<file path="src/rtl/float_unpack_pipe.sv">
// Two-stage float unpacker: split fields, classify, extend mantissa.
// Define FLOAT_UNPACK_NORM_EN to normalise subnormals; class port is fp_type (type is reserved).
module float_unpack_pipe #(
  parameter int EXP_W = 8,
  parameter int MAN_W = 23,
  localparam int SW = $clog2(MAN_W + 1)
) (
  input  logic                 clk,
  input  logic                 rst,
  input  logic                 in_valid,
  output logic                 in_ready,
  input  logic [EXP_W+MAN_W:0] number,
  output logic                 out_valid,
  input  logic                 out_ready,
  output logic                 sign,
  output logic [EXP_W-1:0]     exp,
  output logic [MAN_W-1:0]     mantis,
  output logic [MAN_W+2:0]     ext_mantis,
  output logic [2:0]           fp_type,
  output logic [SW-1:0]        norm_shift
);

  logic             s1_valid;
  logic             s1_sign;
  logic [EXP_W-1:0] s1_exp;
  logic [MAN_W-1:0] s1_man;
  logic             s2_adv;

  logic             exp_zero;
  logic             exp_ones;
  logic             man_zero;
  logic             man_msb;
  logic             hidden;
  logic [2:0]       cls;
  logic [MAN_W:0]   sig;
  logic [MAN_W:0]   sig_n;
  logic [SW-1:0]    lz;

  assign s2_adv   = !out_valid || out_ready;
  assign in_ready = !rst && (!s1_valid || s2_adv);

  always_ff @(posedge clk) begin
    if (rst) begin
      s1_valid <= 1'b0;
      s1_sign  <= 1'b0;
      s1_exp   <= '0;
      s1_man   <= '0;
    end else if (in_ready) begin
      s1_valid <= in_valid;
      if (in_valid) begin
        {s1_sign, s1_exp, s1_man} <= number;
      end
    end
  end

  always_comb begin
    exp_zero = (s1_exp == '0);
    exp_ones = &s1_exp;
    man_zero = (s1_man == '0);
    man_msb  = s1_man[MAN_W-1];
    hidden   = !exp_zero;
    cls      = 3'd2;
    unique case (1'b1)
      exp_zero && man_zero:              cls = 3'd0;
      exp_zero && !man_zero:             cls = 3'd1;
      exp_ones && man_zero:              cls = 3'd3;
      exp_ones && man_msb:               cls = 3'd4;
      exp_ones && !man_msb && !man_zero: cls = 3'd5;
      default:                           cls = 3'd2;
    endcase
  end

  always_comb begin
    sig = {hidden, s1_man};
    lz  = '0;
`ifdef FLOAT_UNPACK_NORM_EN
    // Highest set bit wins, so scan upward and keep the last hit.
    if (cls == 3'd1) begin
      for (int i = 0; i <= MAN_W; i++) begin
        if (sig[i]) lz = SW'(MAN_W - i);
      end
    end
`endif
    sig_n = sig << lz;
  end

  always_ff @(posedge clk) begin
    if (rst) begin
      out_valid  <= 1'b0;
      sign       <= 1'b0;
      exp        <= '0;
      mantis     <= '0;
      ext_mantis <= '0;
      fp_type    <= '0;
      norm_shift <= '0;
    end else if (s2_adv) begin
      out_valid <= s1_valid;
      if (s1_valid) begin
        sign       <= s1_sign;
        exp        <= s1_exp;
        mantis     <= s1_man;
        ext_mantis <= {1'b0, sig_n, 1'b0};
        fp_type    <= cls;
        norm_shift <= lz;
      end
    end
  end

endmodule

</file>
<file path="config.mk">
export PLATFORM = sky130hd
export DESIGN_NAME = float_unpack_pipe
export DESIGN_NICKNAME = d
export VERILOG_FILES = /design/src/rtl/float_unpack_pipe.sv
export SDC_FILE = /design/constraint.sdc
export NUM_CORES = 1
export LEC_CHECK = 0
export ABC_AREA = 1
export BUFFER_PORTS_ARGS = -buffer_cell sky130_fd_sc_hd__buf_2
export CAP_MARGIN = 5
export CORE_ASPECT_RATIO = 1.5
export CORE_MARGIN = 1.5
export CORE_UTILIZATION = 38
export CTS_BUF_LIST = sky130_fd_sc_hd__clkbuf_16
export CTS_CLUSTER_SIZE = 24
export DETAILED_ROUTE_END_ITERATION = 10
export PLACE_DENSITY = 0.76
export SETUP_SLACK_MARGIN = 0.2
export SYNTH_ARGS = -nofsm -noshare
export SYNTH_HDL_FRONTEND = slang
export SYNTH_SLANG_ARGS = --single-unit
</file>
<file path="constraint.sdc">
create_clock -name clk -period 1.4 [get_ports clk]
set_input_delay 0.14 -clock clk [delete_from_list [all_inputs] [get_ports clk]]
set_output_delay 0.14 -clock clk [all_outputs]
set_load 0.01 [all_outputs]
</file>
==> results of run 1 <==
[sequential cells by signal, indices dropped and copies added, names as in the netlist, 2 cells and up]
register	cells
mantis	22
fp_type	3
s1_exp	8
ext_mantis	2
s1_man	23
exp	8
[power by group]
part	internal [mW]	total [mW]	switching (mW)
registers	2.14	2.22	0.0815
logic	0.265	0.632	0.367
clock network	1.15	1.90	0.752
total	3.55	4.75	1.20
[cell usage in the layout (no fill, tap or decap)]
master         instances
dfxtp_1               68
buf_6                  1
clkinv_2               1
clkbuf_16              9
dfxtp_4                1
nand3_4                1
a211oi_1               2
dfxtp_2                1
a21oi_1               25
nand2_2                2
nor2_8                 1
o21ai_0               39
nand3_2                1
buf_12                 5
inv_4                  1
o31ai_1               23
inv_1                 30
nand2_1               62
nand3_1                2
nor2_1                41
inv_2                  2
clkinv_1               2
nand2_4                1
nor2_2                 2
o21ai_1                3
conb_1                 7
buf_4                  5
nor3_2                 1
dlygate4sd3_1          1
buf_2                 95
[area by class of cell]
cell class	instances	area, um2
Multi-Input combinational cell	213	1040
Timing Repair Buffer	107	634
Fill cell	710	3700
Inverter	30	115
Tap cell	100	125
Sequential cell	70	1410
Clock inverter	6	23.8
Clock buffer	9	225
[path summary, 6_finish.rpt]
| path | from | slack, ns | cells after the start | end |
|---|---|---|---|---|
| worst max-delay path | s1_valid | 0.22 | 4 | in_ready |
| worst min-delay path | number[26] | 0.01 | 3 | s1_exp[3] |
| worst max register to register | out_valid | 0.26 | 6 | s1_man[9] |
| worst min register to register | ext_mantis[24] | 0.46 | 2 | ext_mantis[24] |
[critical path, delay by kind of cell, from the launching register on]
kind	cells	cell delay, ns
DFF	1	0.36
and+or+nand+nor	2	0.20
buffers and inverters	2	0.15
[metal layers]
layer | track usage [%] | up-vias
met2 | 27.0 | 79
met5 | 0 | -
met3 | 4.16 | 13
met4 | 11.2 | 0
met1 | 18.7 | 1098
li1 | - | 1271
[logic make-up after synthesis]
family / count (synthesis) / share of synthesized area, %
other: 1 / 0.131
AOI/OAI and AO/OA: 92 / 18.3
DFF: 70 / 49.1
buffers and inverters: 80 / 16.3
and+or+nand+nor: 114 / 16.2
[metrics by stage]
stage / area, um2 / setup slack, ns
3_5_place_dp: 3250 / 0.204
3_3_place_gp: 3250 / 0.255
6_report: 3570 / 0.224
2_1_floorplan: 2880 / 0.316
5_1_grt: 3570 / 0.178
4_1_cts: 3530 / 0.210
[timing repair]
action / 4_1_cts / 5_1_grt
buffers inserted: 0 / 3
hold endpoints to repair: 1 / 0
hold buffers: 1 / 0
pin swaps: 2 / 1
gates cloned: 0 / 0
setup endpoints to repair: 1 / 18
gates resized for setup: 6 / 7
==> results.ini, run 1 <==
[status]
outcome = completed

[setup_path]
worstPathCellList = nand3_4 -> nand2_4 -> inv_2 -> buf_6
critical_path.max_stage_delay_ns = 0.36
critPathKind = flop to output port
path_max_fanout = 2
critPathLaunchType = flop
critPathArrivalTime_ns = 1.04
cp.required_ns = 1.26
worst_setup_path_end_kind = output port
cp_slowest_cell = dfxtp_2

[yosys]
synth.distinct_cells = 21
yosysTopAreaCell = dfxtp_1
synth.most_common_cell = dfxtp_1
synth_top_area_share_pct = 49.1
ys_async_sr_fraction_pct = 0
synth_area_leaders = dfxtp_1 49%, buf_4 8.7%, nand2_1 8.2%
ys_seq_area_share_pct = 49.1
ys_ff_latch = 70
syn_area_mm2 = 0.00286
synthFlopType = dfxtp_1
synthCells = 357
syn_avg_cell_area_um2 = 8.00
synth-edff-count = 0
yosysWarnings = 0
netlist_top_cells_count = 70 x dfxtp_1, 62 x nand2_1, 43 x nor2_1

[pwr]
ir_worst_vdd_mv = 0.676
p_per_area_mw_per_mm2 = 1330
power_mw = 4.75
p_leak_nw = 1.69

[grt]
antenna_found_initial = 0
grt_pass1_vias = 2217
track_usage_pct = 16.6
grt_overflow = 0
grt_pass1_wl_um = 10000
grt_max_degree = 35

[floorplanning]
core_mm2 = 0.00727
io_pins = 104
initial_core_util_pct = 39.3
dieArea_mm2 = 0.00805
rows = 38
die_w_um = 73.8
die_h_um = 109

[layout]
drive_above_1_share_pct = 29.9
stdcell_count = 535
final_core_util_pct = 49.1
syn_to_final_growth_pct = 25.0
antenna_cells = 0
layout.nets = 467

[routing]
vias_per_cell = 4.60
final_antenna_net_count = 0
drt_first_pass_iters = 4
vias = 2461
topRoutingLayerUsed = met4
m1WireLength_um = 2680
remaining_drc_errors = 0
wl_um = 6270
wl_per_cell_um = 11.7
met3_length_um = 330
wl_met2_um = 3080
drt_iter0_markers = 92

[sta]
drv_slew = 0
fin_skew_ns = 0.00369
setup-tns-final_ns = 0
post-route-period-util_pct = 84.0
period_needed_ns = 1.18
setup_violations = 0
hold_viol = 0
rsz0062_at_grt = true
max_freq_mhz = 851
hold-worst-slack_ns = 0.0118

[placement]
dp_hpwl_um = 4360
dp_cells = 516
portBuffers = 96
gp_congestion = 0.766

[clock_tree]
ctsLongestPathBuffers = 2
htree_levels = 3
clock_sinks = 70
cts-root-buf = clkbuf_16
clk_pin_slew_ns = 0.05
clock_latency_ns = 0.33
cts_buffers = 9
cts_tree = built

[job]
drv_cap = 0

[worst_hold_path]
hold_path_class = input pin to flop

(Power assumes the default switching activity.)
==> run 2: changes to the inputs <==
clock period = 1.1 ns   (was 1.4 ns; I/O delays follow)
==> results.ini, run 2 (synthesis results as in run 1) <==
[status]
outcome = complete, but fails checks
violations = negative setup slack

[routing]
wl_um = 8340
remaining_drc_errors = 0
drt_first_pass_iters = 5
final_antenna_net_count = 0
vias_per_cell = 4.79
vias = 2748
wl_per_cell_um = 14.5
drt_iter0_markers = 136

[setup_path]
critPathLaunchType = flop
critical_path.max_stage_delay_ns = 0.37
critPathBufInv = 2
critPathTopFamily = flip-flops
critPathKind = flop to output port
worstPathCellList = nand3_4 -> nand2_4 -> inv_2 -> buf_6
cp_slowest_cell = dfxtp_4
cp.required_ns = 0.99
critPathArrivalTime_ns = 1.06
path_max_fanout = 2
worst_setup_path_end_kind = output port

[layout]
n_fill_cell = 573
drive_above_1_share_pct = 48.9
multi_input_area_mm2 = 0.00125
finish.instance_area_mm2 = 0.00467
stdcell_count = 574
largest_register_ffs = 23
seq_area_mm2 = 0.00147
biggestRegsByFlops = s1_man (23), mantis (22)
layout.nets = 505
final_common_cell = buf_6
syn_to_final_growth_pct = 63.6
antenna_cells = 0
final_cell_mix = 58 x buf_6, 50 x nand2_1, 39 x buf_2
largest-register = s1_man

[floorplanning]
die_h_um = 109
dieArea_mm2 = 0.00805
io_pins = 104
initial_core_util_pct = 39.3
rows = 38
die_w_um = 73.8
core_mm2 = 0.00727

[sta]
hold_viol = 0
drv_slew = 0
setup-tns-final_ns = -1.24
period_needed_ns = 1.17
setup_violations = 35
max_freq_mhz = 854
fin_ws_ns = -0.0711
fin_skew_ns = 0.00583
rsz0062_at_grt = true
post-route-period-util_pct = 106

[pwr]
ir_worst_vdd_mv = 1.09
power_mw = 7.13
p_per_area_mw_per_mm2 = 1530
p_leak_nw = 2.04

[job]
drv_cap = 0

[grt]
track_usage_pct = 19.7
antenna_found_initial = 0
grt_pass1_wl_um = 11900
grt_pass1_vias = 2493
grt_max_degree = 34
grt_overflow = 0

[clock_tree]
cts_buffers = 9
cts-root-buf = clkbuf_16
htree_levels = 3
ctsLongestPathBuffers = 2
clock_sinks = 70
clock_latency_ns = 0.33
cts_tree = built
clk_pin_slew_ns = 0.06

[placement]
placed_area_mm2 = 0.00328
gp_congestion = 0.792
dp_cells = 522
dp_hpwl_um = 4590
portBuffers = 96

[worst_hold_path]
hold_path_class = input pin to flop

## run 2: cell count changes in the layout (fill, tap and decap cells not counted), sizes merged
cell / previous run / this run
buf: 106 / 120
bufbuf: 0 / 1
bufinv: 0 / 2
dlygate4sd3: 1 / 24
inv: 33 / 32
## run 2: metal layers
metal / global-route usage (%) / vias up / wire length [um]
met5: 0 / - / 0
met4: 10.2 / 0 / 248
met3: 4.25 / 21 / 372
met2: 34.3 / 108 / 4490
met1: 21.9 / 1272 / 3230
li1: - / 1347 / -
## run 2: where the power goes
part	total [mW]	switching (mW)	leakage, nW	internal [mW]
Sequential	2.89	0.154	0.595	2.73
Clock	2.99	1.04	0.159	1.95
Combinational	1.25	0.602	1.28	0.651
## run 2: worst register-to-register path, delay by kind of cell, from the launching register on
| kind | cells | cell delay, ns |
|---|---|---|
| buf+inv | 2 | 0.26 |
| compound gates | 1 | 0.07 |
| simple gates | 4 | 0.39 |
| flops | 1 | 0.36 |
## run 2: area by class of cell
type | count | share of cell area (%)
clock buffer | 9 | 4.82
clock inverter | 7 | 1.74
tap | 100 | 2.68
timing repair buffer | 145 | 29.9
sequential | 70 | 31.4
inverter | 30 | 2.57
multi-input combinational | 213 | 26.8
## run 2: timing repair
item	in CTS	in global routing
pin swaps	6	2
buffers inserted	4	5
setup endpoints to repair	124	126
gates cloned	3	0
hold buffers	24	0
hold endpoints to repair	24	0
gates resized for setup	115	80
## run 2: stage by stage
stage | utilization [%] | worst slack [ns] | hold slack [ns]
after global routing | 64.2 | -0.112 | 0.00252
after floorplan | - | 0.0929 | 0.223
final | 64.2 | -0.0711 | 0.00322
after CTS | 59.8 | -0.0685 | 0.000374
after detailed placement | 45.0 | -0.0143 | 0.314
after global placement | 45.0 | 0.0114 | 0.313
## run 2: worst paths after layout
path | from | end | slack [ns] | cells after the start
min | number[19] | s1_man[19] | 0.003 | 3
min reg2reg | s1_man[6] | mantis[6] | 0.47 | 2
max reg2reg | s1_valid | s1_man[7] | -0.07 | 7
max | s1_valid | in_ready | -0.07 | 4
